$ cat config.mk
export PLATFORM = sky130hd
export DESIGN_NAME = sensor_caixa_flat
export DESIGN_NICKNAME = d
export VERILOG_FILES = /design/src/rtl/caixa_pkg.sv /design/src/rtl/sensor_caixa_if.sv /design/src/rtl/sensor_filtro.sv /design/src/rtl/sensor_caixa.sv /design/src/flat_wrapper.sv
export SDC_FILE = /design/constraint.sdc
export NUM_CORES = 1
export LEC_CHECK = 0
export ABC_AREA = 0
export ABC_CLOCK_PERIOD_IN_PS = 3000
export BUFFER_PORTS_ARGS = -buffer_cell sky130_fd_sc_hd__buf_2
export CELL_PAD_IN_SITES_DETAIL_PLACEMENT = 0
export CELL_PAD_IN_SITES_GLOBAL_PLACEMENT = 1
export CORE_UTILIZATION = 50
export DETAILED_ROUTE_END_ITERATION = 16
export PLACE_DENSITY = 0.91
export SYNTH_ARGS = -nofsm -noshare
export SYNTH_HDL_FRONTEND = slang
export SYNTH_SLANG_ARGS = --single-unit
$ cat constraint.sdc
create_clock -name clock -period 3 [get_ports clock]
set_input_delay 0.3 -clock clock [delete_from_list [all_inputs] [get_ports clock]]
set_output_delay 0.3 -clock clock [all_outputs]
set_load 0.1 [all_outputs]
$ cat src/rtl/caixa_pkg.sv
// Shared types for the water-tank sensor front end:
// fault FSM encoding and error-code constants.
package caixa_pkg;

    typedef enum logic [1:0] {
        OK       = 2'b00,
        SUSPEITO = 2'b01,
        FALHA    = 2'b10
    } caixa_state_t;

    localparam logic [1:0] ERR_NONE    = 2'b00;
    localparam logic [1:0] ERR_INCONS  = 2'b01;
    localparam logic [1:0] ERR_TIMEOUT = 2'b10;

endpackage

$ cat src/rtl/sensor_caixa_if.sv
// Float-switch, valve feedback and fault signals of the
// sensor front end, grouped for the level chain.
interface sensor_caixa_if;
    logic       lower_raw;
    logic       upper_raw;
    logic       valve_e;
    logic       clear_erro;
    logic       upper;
    logic       lower;
    logic       erro;
    logic [1:0] err_code;

    modport master (
        output lower_raw,
        output upper_raw,
        output valve_e,
        output clear_erro,
        input  upper,
        input  lower,
        input  erro,
        input  err_code
    );

    modport slave (
        input  lower_raw,
        input  upper_raw,
        input  valve_e,
        input  clear_erro,
        output upper,
        output lower,
        output erro,
        output err_code
    );
endinterface

$ cat src/rtl/sensor_filtro.sv
// Two-flop synchroniser followed by a debounce filter
// for one raw float switch.
module sensor_filtro #(
    parameter int DEBOUNCE_CYCLES = 8
) (
    input  logic clock,
    input  logic reset,
    input  logic raw,
    output logic filt
);
    localparam int CW = $clog2(DEBOUNCE_CYCLES);
    localparam logic [CW-1:0] CMAX = CW'(DEBOUNCE_CYCLES - 1);

    logic          s1;
    logic          s2;
    logic [CW-1:0] cnt;

    always_ff @(posedge clock or negedge reset) begin
        if (!reset) begin
            s1   <= 1'b0;
            s2   <= 1'b0;
            cnt  <= '0;
            filt <= 1'b0;
        end else begin
            s1 <= raw;
            s2 <= s1;
            // output only follows after a full window of agreement
            if (s2 != filt) begin
                if (cnt == CMAX) begin
                    filt <= s2;
                    cnt  <= '0;
                end else begin
                    cnt <= cnt + CW'(1);
                end
            end else begin
                cnt <= '0;
            end
        end
    end
endmodule

$ cat src/rtl/sensor_caixa.sv
// Sensor conditioning for the tank level chain: filtered
// switches plus latched inconsistency / fill-timeout faults.
module sensor_caixa
    import caixa_pkg::*;
#(
    parameter int DEBOUNCE_CYCLES = 8,
    parameter int ERR_CYCLES      = 4,
    parameter int FILL_TIMEOUT    = 1024
) (
    input logic           clock,
    input logic           reset,
    sensor_caixa_if.slave bus
);
    localparam int PW = $clog2(ERR_CYCLES);
    localparam int TW = $clog2(FILL_TIMEOUT);
    localparam logic [PW-1:0] PMAX = PW'(ERR_CYCLES - 1);
    localparam logic [TW-1:0] TMAX = TW'(FILL_TIMEOUT - 1);

    logic          upper_f;
    logic          lower_f;
    caixa_state_t  state;
    logic [PW-1:0] pcnt;
    logic [TW-1:0] tcnt;
    logic          erro_q;
    logic [1:0]    code_q;
    logic          inc;
    logic          filling;
    logic          tmo;

    sensor_filtro #(.DEBOUNCE_CYCLES(DEBOUNCE_CYCLES)) u_lower (
        .clock (clock),
        .reset (reset),
        .raw   (bus.lower_raw),
        .filt  (lower_f)
    );

    sensor_filtro #(.DEBOUNCE_CYCLES(DEBOUNCE_CYCLES)) u_upper (
        .clock (clock),
        .reset (reset),
        .raw   (bus.upper_raw),
        .filt  (upper_f)
    );

    assign inc     = upper_f & ~lower_f;
    assign filling = bus.valve_e & ~lower_f;
    assign tmo     = filling & (tcnt == TMAX);

    always_ff @(posedge clock or negedge reset) begin
        if (!reset) begin
            state  <= OK;
            pcnt   <= '0;
            tcnt   <= '0;
            erro_q <= 1'b0;
            code_q <= ERR_NONE;
        end else begin
            // fill timer saturates so a missed fault cannot wrap away
            if (state == FALHA) begin
                tcnt <= '0;
            end else if (filling) begin
                if (tcnt != TMAX) begin
                    tcnt <= tcnt + TW'(1);
                end
            end else begin
                tcnt <= '0;
            end

            unique case (state)
                OK: begin
                    if (inc) begin
                        state <= SUSPEITO;
                        pcnt  <= PW'(1);
                    end else if (tmo) begin
                        state  <= FALHA;
                        erro_q <= 1'b1;
                        code_q <= ERR_TIMEOUT;
                    end
                end
                SUSPEITO: begin
                    if (!inc) begin
                        state <= OK;
                        pcnt  <= '0;
                    end else if (pcnt == PMAX) begin
                        state  <= FALHA;
                        erro_q <= 1'b1;
                        code_q <= ERR_INCONS;
                    end else begin
                        pcnt <= pcnt + PW'(1);
                        if (tmo) begin
                            state  <= FALHA;
                            erro_q <= 1'b1;
                            code_q <= ERR_TIMEOUT;
                        end
                    end
                end
                FALHA: begin
                    if (bus.clear_erro && !inc) begin
                        state  <= OK;
                        pcnt   <= '0;
                        erro_q <= 1'b0;
                        code_q <= ERR_NONE;
                    end
                end
                default: begin
                    state  <= OK;
                    pcnt   <= '0;
                    erro_q <= 1'b0;
                    code_q <= ERR_NONE;
                end
            endcase
        end
    end

    assign bus.upper    = upper_f;
    assign bus.lower    = lower_f;
    assign bus.erro     = erro_q;
    assign bus.err_code = code_q;
endmodule

$ cat src/flat_wrapper.sv
// flat-port wrapper written by rule: the top's interface ports become plain ports
module sensor_caixa_flat import caixa_pkg::*;
#(
    parameter int DEBOUNCE_CYCLES = 8,
    parameter int ERR_CYCLES      = 4,
    parameter int FILL_TIMEOUT    = 1024
)
  (clock, reset, bus_lower_raw, bus_upper_raw, bus_valve_e, bus_clear_erro, bus_upper, bus_lower, bus_erro, bus_err_code);
  sensor_caixa_if bus_i ();
  input logic clock;
  input logic reset;
  input wire logic [$bits(bus_i.lower_raw)-1:0] bus_lower_raw;
  input wire logic [$bits(bus_i.upper_raw)-1:0] bus_upper_raw;
  input wire logic [$bits(bus_i.valve_e)-1:0] bus_valve_e;
  input wire logic [$bits(bus_i.clear_erro)-1:0] bus_clear_erro;
  output wire logic [$bits(bus_i.upper)-1:0] bus_upper;
  output wire logic [$bits(bus_i.lower)-1:0] bus_lower;
  output wire logic [$bits(bus_i.erro)-1:0] bus_erro;
  output wire logic [$bits(bus_i.err_code)-1:0] bus_err_code;
  assign bus_i.lower_raw = bus_lower_raw;
  assign bus_i.upper_raw = bus_upper_raw;
  assign bus_i.valve_e = bus_valve_e;
  assign bus_i.clear_erro = bus_clear_erro;
  assign bus_upper = bus_i.upper;
  assign bus_lower = bus_i.lower;
  assign bus_erro = bus_i.erro;
  assign bus_err_code = bus_i.err_code;
  sensor_caixa #(.DEBOUNCE_CYCLES(DEBOUNCE_CYCLES), .ERR_CYCLES(ERR_CYCLES), .FILL_TIMEOUT(FILL_TIMEOUT)) u_core (.clock(clock), .reset(reset), .bus(bus_i));
endmodule
==> impl_results.md, run 1 <==
- Worst-margin pin slew: 0.620 ns
- Worst vdd ir: 0.000751 V
- Mapped Area: 0.00142 mm2
- Dominant cell type by area after synthesis: dfrtp_1
- First-pass GRT wire length: 4400 um
- Final Skew: 0.00677 ns
- Drc violations: 0
- Worst hold-check path type: in2reg
- Required time worst endpoint: 3.27 ns
- Register area: 726 um2
- H-tree levels: 2
- Total gr overflow: 0
- CP Capture Type: flip-flop
- CP arrival: 1.91 ns
- Clk Latency, worst-skew pair: 0.33 ns
- Max-cap violations: 0
- Max-slew violation count: 0
- GPL Wtd Cong: 0.830
- Die area: 0.00305 mm2
- Critical path class: reg2reg
- Die Y: 55.2 um
- Worst Setup Start Kind: flip-flop
- Avg Cell Area, Syn: 11.2 um2
- Share of layout cells above drive strength 1: 0.221
- GR Util All Layers: 0.188
- Final Non-Filler Cells: 170
- Row cnt: 18
- Commonest non-fill, non-tap cell in the layout: dfrtp_1
- Number of enable flip-flop cells after synthesis: 0
- Avg WL per Cell: 14.0 um
- Antenna Nets Post-Route: 0
- Post-DP HPWL: 1670 um
- Drt total wl: 2380 um
- Clock tree sinks: 29
- CTS tree: built
- Ys Warns: 0
- Ys flop type: dfrtp_1
- Slew headroom: 0.587
- Ports: 11
- Die X-Extent: 55.2 um
- Post-synthesis cell count: 126
- Finish-stage setup viols: 0
- Area grow syn2layout: 11.1%
- Synth top area cells: dfrtp_1 51%, ha_1 5.3%, a31oi_1 3.1%, nor2_1 2.4%, a21oi_1 2.1%
- Multi-input gate area: 642 um2
- Ant diodes: 0
- Critical-path maximum fanout: 8
- Power Density: 811 mW/mm2
- Part of the cycle the worst path needs: 0.546
- Distinct cells, synth: 44
- Mapped Nets: 138
- Vias per cell: 5.88
- Placed cell count: 161
- Leak: 0.762 nW
- Max Freq: 0.610 GHz
- Status: finished, final reports clean
- Initial DRC count: 27
- Seq/Total Area, Yosys: 0.513
- Most frequent cells in the layout: 29 x dfrtp_1, 10 x buf_2, 9 x nor2_1, 7 x a31oi_1
- Share of the synthesized area in the top cell type: 0.513
- Total CTS buffers: 5
- Reg-to-reg slack, setup: 1.36 ns
- Fin nets: 151
- Setup TNS: 0 ns
- RSZ-0062 raised after global routing: no
- Core area: 0.00257 mm2
- CTS root buffer: clkbuf_4
- Clock-pin slew on the worst setup and hold paths: 0.09 ns
- Maximum number of pins on one net before global-route repair: 30
- Fin. Hold Viols: 0
- Filler instances: 225
- Post-synthesis register bit count: 29
- Minimum clock period: 1.64 ns
- Starting Density: 0.551
- PortBufs: 10
- Vias in the first global route: 1017
- Maximum clock path buffer count: 2
- First-pass iteration count of the detailed router: 4
- Vias: 999
- Async SR Flop Fraction: 1.00
- Layout Utilization: 0.613
- Initial antenna violation count: 0
[through the flow]
stage	setup WS [ns]	total power [mW]	area [um2]	hold slack [ns]
6_report	1.36	1.28	1570	0.0741
5_1_grt	1.23	1.36	1570	0.0522
4_1_cts	1.34	1.29	1570	0.0554
3_5_place_dp	1.38	0.949	1470	0.338
3_3_place_gp	1.43	0.935	1470	0.335
2_1_floorplan	1.02	0.866	1420	0.00441
[cells in the mapped netlist (2+ instances only)]
library cell and count:
a211oi_1 3, a21oi_1 6, a31oi_1 7, a41o_2 2, and2_0 2, and2_1 4
and3_1 2, and4_2 2, buf_2 2, clkbuf_1 2, dfrtp_1 29, ha_1 6
inv_1 3, mux2_2 2, nand2_1 6, nand2b_1 2, nand3_1 2, nand4_1 2
nor2_1 9, nor3b_1 2, o21ai_0 2, o21bai_1 3, o22ai_1 3, xor2_1 3
[final timing paths]
| kind | to | cells past startpoint | start |
|---|---|---|---|
| hold / removal | u_core.u_lower.s1 | 1 | bus_lower_raw |
| setup / recovery | u_core.tcnt[4] | 4 | u_core.tcnt[3] |
| max in group asynchronous | u_core.u_lower.cnt[2] | 2 | reset |
| setup reg to reg | u_core.tcnt[4] | 4 | u_core.tcnt[3] |
| hold reg to reg | u_core.u_lower.s2 | 0 | u_core.u_lower.s1 |
| min in group asynchronous | u_core.u_upper.cnt[0] | 2 | reset |
[logic make-up (layout without fill, tap and decap cells)]
logic type               count (synthesis)  count (layout)  synth area share
AO/OA/AOI/OAI                           34              34             0.174
XOR/XNOR                                 4               4            0.0248
adder cells (fa/ha/maj)                  6               6            0.0530
buffers and inverters                    9              23            0.0336
flip-flops                              29              29             0.513
multiplexers                             3               3            0.0230
AND/OR/NAND/NOR                         41              41             0.179
[worst max-delay path, cell delays in order (launching register included)]
cell      delay [ns]
dfrtp_1         0.45
and4_1          0.41
nand3_1         0.24
a311oi_1        0.35
a41o_2          0.14
[routing by layer]
layer  wire [um]  GRT usage  up-vias
li1            -          -      493
met1        1090      0.242      472
met2        1090      0.279       27
met3         127     0.0515        7
met4          69      0.118        0
met5           0          0        -
[sequential cells by signal, summed over array words and instances (netlist names)]
register / count
u_core.pcnt: 2
u_core.bus.erro: 1
u_core.tcnt: 10
u_core.u_lower.filt: 1
u_core.u_upper.s1: 1
u_core.state: 2
u_core.u_upper.filt: 1
u_core.u_lower.cnt: 3
u_core.u_lower.s1: 1
u_core.u_upper.cnt: 3
u_core.bus.err_code: 2
u_core.u_lower.s2: 1
u_core.u_upper.s2: 1
[report_power, final]
group,total [mW],internal (mW),switching [mW],leakage (nW)
sequential,0.539,0.467,0.0720,0.377
clock,0.336,0.198,0.138,0.0445
combinational,0.400,0.145,0.255,0.340
total,1.28,0.810,0.466,0.762
[timing repair]
| item | 4_1_cts | 5_1_grt |
|---|---|---|
| buffers inserted | 0 | 0 |
| gates resized for setup | 0 | 0 |
| endpoints found under the hold margin | 29 | 0 |
| hold buffers | 1 | 0 |
[area by class of cell]
class                   instances  area share
clock inverters                 2      0.0239
repair buffers                 12      0.0430
inverters                       3     0.00716
clock buffers                   6      0.0326
well taps                      30      0.0239
flip-flops and latches         29       0.461
multi-input cells              88       0.408
No activity file was read; power rests on OpenSTA's default activity.
==> run 2, diff against run 1 <==
--- a/config.mk
+++ b/config.mk
@@ -5,14 +5,14 @@
 export SDC_FILE = /design/constraint.sdc
 export NUM_CORES = 1
 export LEC_CHECK = 0
-export ABC_AREA = 0
-export ABC_CLOCK_PERIOD_IN_PS = 3000
+export ABC_AREA = 1
+export ABC_CLOCK_PERIOD_IN_PS = 1500
 export BUFFER_PORTS_ARGS = -buffer_cell sky130_fd_sc_hd__buf_2
 export CELL_PAD_IN_SITES_DETAIL_PLACEMENT = 0
 export CELL_PAD_IN_SITES_GLOBAL_PLACEMENT = 1
-export CORE_UTILIZATION = 50
+export CORE_UTILIZATION = 40
 export DETAILED_ROUTE_END_ITERATION = 16
-export PLACE_DENSITY = 0.91
+export PLACE_DENSITY = 0.82
 export SYNTH_ARGS = -nofsm -noshare
 export SYNTH_HDL_FRONTEND = slang
 export SYNTH_SLANG_ARGS = --single-unit
==> constraint.sdc (replaced) <==
create_clock -name clock -period 1.5 [get_ports clock]
set_input_delay 0.15 -clock clock [delete_from_list [all_inputs] [get_ports clock]]
set_output_delay 0.15 -clock clock [all_outputs]
set_load 0.1 [all_outputs]
==> run 2 against run 1 <==
  * Global-route usage shrank 2.6 points
  * Synthesized cell count grew 33%
  * Critical path type unchanged
  * Register-to-register slack lost 1.3 ns
  * Count of clock-buffer cells in the layout is the same
==> impl_results.md, run 2 <==
- Status: finished, final reports clean
- Post-place instance area: 0.00162 mm2 (+9.6%)
- Vias in the first global route: 1122 (+10%)
- Number of enable flip-flop cells after synthesis: 0 (unchanged)
- Commonest non-fill, non-tap cell in the layout: nand2_1
- Final Non-Filler Cells: 237 (+39%)
- Post-synthesis register bit count: 29 (unchanged)
- CTS tree: built
- Slowest stage delay, CP: 0.41 ns (-0.04 ns)
- Number of flip-flops under the largest register name: 10 (unchanged)
- H-tree levels: 2 (unchanged)
- Async SR Flop Fraction: 1.00 (unchanged)
- Most common library cells after synthesis: 37 x nand2_1, 29 x dfrtp_1, 18 x nor2_1, 15 x inv_1, 11 x nand3_1
- CP Capture Type: flip-flop
- Placed cell count: 224 (+39%)
- Most frequent cells in the layout: 37 x nand2_1, 27 x dfrtp_1, 18 x nor2_1, 14 x inv_1, 11 x nand3_1
- Max-cap violations: 0 (unchanged)
- Clock-pin slew on the worst setup and hold paths: 0.06 ns (-0.03 ns)
- Final std cell area, no fill: 0.00178 mm2 (+13%)
- Ys Warns: 0 (unchanged)
- Seq/Total Area, Yosys: 0.482 (-0.0307)
- Avg WL per Cell: 11.6 um (-17%)
- Initial antenna violation count: 0 (unchanged)
- Clk Latency, worst-skew pair: 0.28 ns (-0.05 ns)
- Required time worst endpoint: 1.66 ns (-1.61 ns)
- Core area: 0.00347 mm2 (+35%)
- Worst-margin pin slew: 0.643 ns (+0.0236 ns)
- Initial DRC count: 49 (+81%)
- Clock tree sinks: 29 (unchanged)
- Layout Utilization: 0.514 (-0.0985)
- Avg Cell Area, Syn: 8.96 um2 (-20%)
- Worst Setup Start Kind: flip-flop
- Total CTS buffers: 5 (unchanged)
- Top reg by flops: u_core.tcnt
- Place WS: 0.0307 ns (-1.35 ns)
- Finish-stage setup viols: 0 (unchanged)
- Synth top area cells: dfrtp_1 48%, nand2_1 9.2%, ha_1 5.0%, nor2_1 4.5%, inv_1 3.7%
- Worst vdd ir: 0.000965 V (+29%)
- Mapped Area: 0.00151 mm2 (+6.4%)
- Worst hold-check path type: in2reg
- Ports: 11 (unchanged)
- Critical-path maximum fanout: 5 (-3)
- First-pass GRT wire length: 4910 um (+11%)
- Top-count cell post-synth: nand2_1
- Minimum clock period: 1.42 ns (-0.219 ns)
- Critical path class: reg2reg
- Slowest cell on the critical path: dfrtp_1
- Maximum clock path buffer count: 2 (unchanged)
- Biggest regs: u_core.tcnt: 10 flops, u_core.u_lower.cnt: 3 flops, u_core.u_upper.cnt: 3 flops
- Slew headroom: 0.571 (-0.0157)
- First-pass iteration count of the detailed router: 4 (unchanged)
- Vias per cell: 4.87 (-17%)
- Drc violations: 0 (unchanged)
- Area grow syn2layout: 18.5%
- Final Skew: 0.00501 ns (-0.00175 ns)
- PortBufs: 10 (unchanged)
- Fin. Hold Viols: 0 (unchanged)
- Ant diodes: 0 (unchanged)
- GPL Wtd Cong: 0.788 (-5.1%)
- Total gr overflow: 0 (unchanged)
- Max-slew violation count: 0 (unchanged)
- Drt total wl: 2750 um (+16%)
- Fin nets: 202 (+34%)
- Cell family contributing the most delay on the critical path: flip-flops
- GR Util All Layers: 0.161 (-0.0263)
- Part of the cycle the worst path needs: 0.947 (+0.400)
- Ys flop type: dfrtp_1
- Max Freq: 0.704 GHz (+15%)
- Die Y: 63.3 um (+15%)
- Share of layout cells above drive strength 1: 0.272 (+0.0508)
- Distinct cells, synth: 27 (-39%)
- Row cnt: 21 (+3)
- CP arrival: 1.58 ns (-0.33 ns)
- Antenna Nets Post-Route: 0 (unchanged)
- Leak: 0.951 nW (+25%)
- Power Density: 1520 mW/mm2 (+87%)
- Dominant cell type by area after synthesis: dfrtp_1
- Maximum number of pins on one net before global-route repair: 30 (unchanged)
- Die X-Extent: 63.3 um (+15%)
- Share of the synthesized area in the top cell type: 0.482 (-0.0307)
- Cells along the critical path: ha_2 > inv_2 > nor2_4 > buf_4 > or2_2 > nand3_1 > o21ai_0
- Worst path bufs/invs: 2 (+2)
- Worst r2r src: u_core.tcnt[0]
- Die area: 0.00401 mm2 (+32%)
- HP Start: bus_clear_erro
- Vias: 1155 (+16%)
- Post-DP HPWL: 2050 um (+23%)
- Starting Density: 0.434 (-0.117)
- CTS root buffer: clkbuf_8
- Worst Setup SP: u_core.tcnt[0]
- Setup TNS: 0 ns (unchanged)
- Post-synthesis cell count: 168 (+33%)
- Worst setup margin: 0.0799 ns (-1.28 ns)
- Mapped Nets: 180 (+30%)
[run 2: cell count changes after synthesis, moves of 5 or more]
cell,before,now
nand3_1,2,11
nand2_1,6,37
a31oi_1,7,1
nor2_2,0,5
o21ai_0,2,10
inv_2,0,5
inv_1,3,15
nor2_1,9,18
[run 2: per-stage QoR]
step	hold WS, ns	power (mW)
3_5_place_dp	0.216	1.87
2_1_floorplan	-0.146	1.69
5_1_grt	0.215	2.92
3_3_place_gp	0.211	1.83
4_1_cts	0.202	2.73
6_report	0.207	2.71
[run 2: path summary, 6_finish.rpt]
path	endpoint	slack, ns	cells past startpoint
setup reg to reg	u_core.tcnt[4]	0.08	7
max in group asynchronous	u_core.u_upper.filt	0.62	2
hold / removal	u_core.state[1]	0.21	4
min in group asynchronous	u_core.tcnt[3]	0.43	2
hold reg to reg	u_core.u_lower.s2	0.35	0
setup / recovery	u_core.tcnt[4]	0.08	7
[run 2: worst min-delay path: cells and delay by family]
family,cells,cell delay (ns)
AND/OR/NAND/NOR,3,0.22
buffers and inverters,1,0.08
[run 2: where the power goes]
part / internal (mW) / switching [mW] / leakage [nW]
sequential: 0.932 / 0.114 / 0.377
combinational: 0.248 / 0.569 / 0.517
clock: 0.539 / 0.306 / 0.0574
[run 2: final cells by class]
type	count	area [um2]
fill	347	1690
sequential	29	728
clock inverter	2	37.5
timing repair buffer	15	95.1
multi-input combinational	119	707
inverter	20	75.1
clock buffer	6	82.6
tap	46	57.6
[run 2: repair_timing]
| item | in CTS | in global routing |
|---|---|---|
| hold endpoints to repair | 31 | 0 |
| gates resized for setup | 0 | 2 |
| endpoints found under the setup margin | 0 | 11 |
| setup buffers | 0 | 2 |
| hold buffers | 3 | 0 |
[run 2: cells by family after synthesis]
logic type | after synthesis | share of synthesized area
and+or+nand+nor | 91 | 0.326
DFF | 29 | 0.482
AOI/OAI and AO/OA | 20 | 0.0806
buffers and inverters | 20 | 0.0499
adders and majority gates | 6 | 0.0499
xor gates and xnor gates | 2 | 0.0116
[run 2: per-layer routing]
layer	vias to the layer above	GRT usage	part of all wire
met2	11	0.257	0.47
met5	-	0	0
met3	7	0.0489	0.026
li1	588	-	-
met4	0	0.0795	0.021
met1	549	0.197	0.48
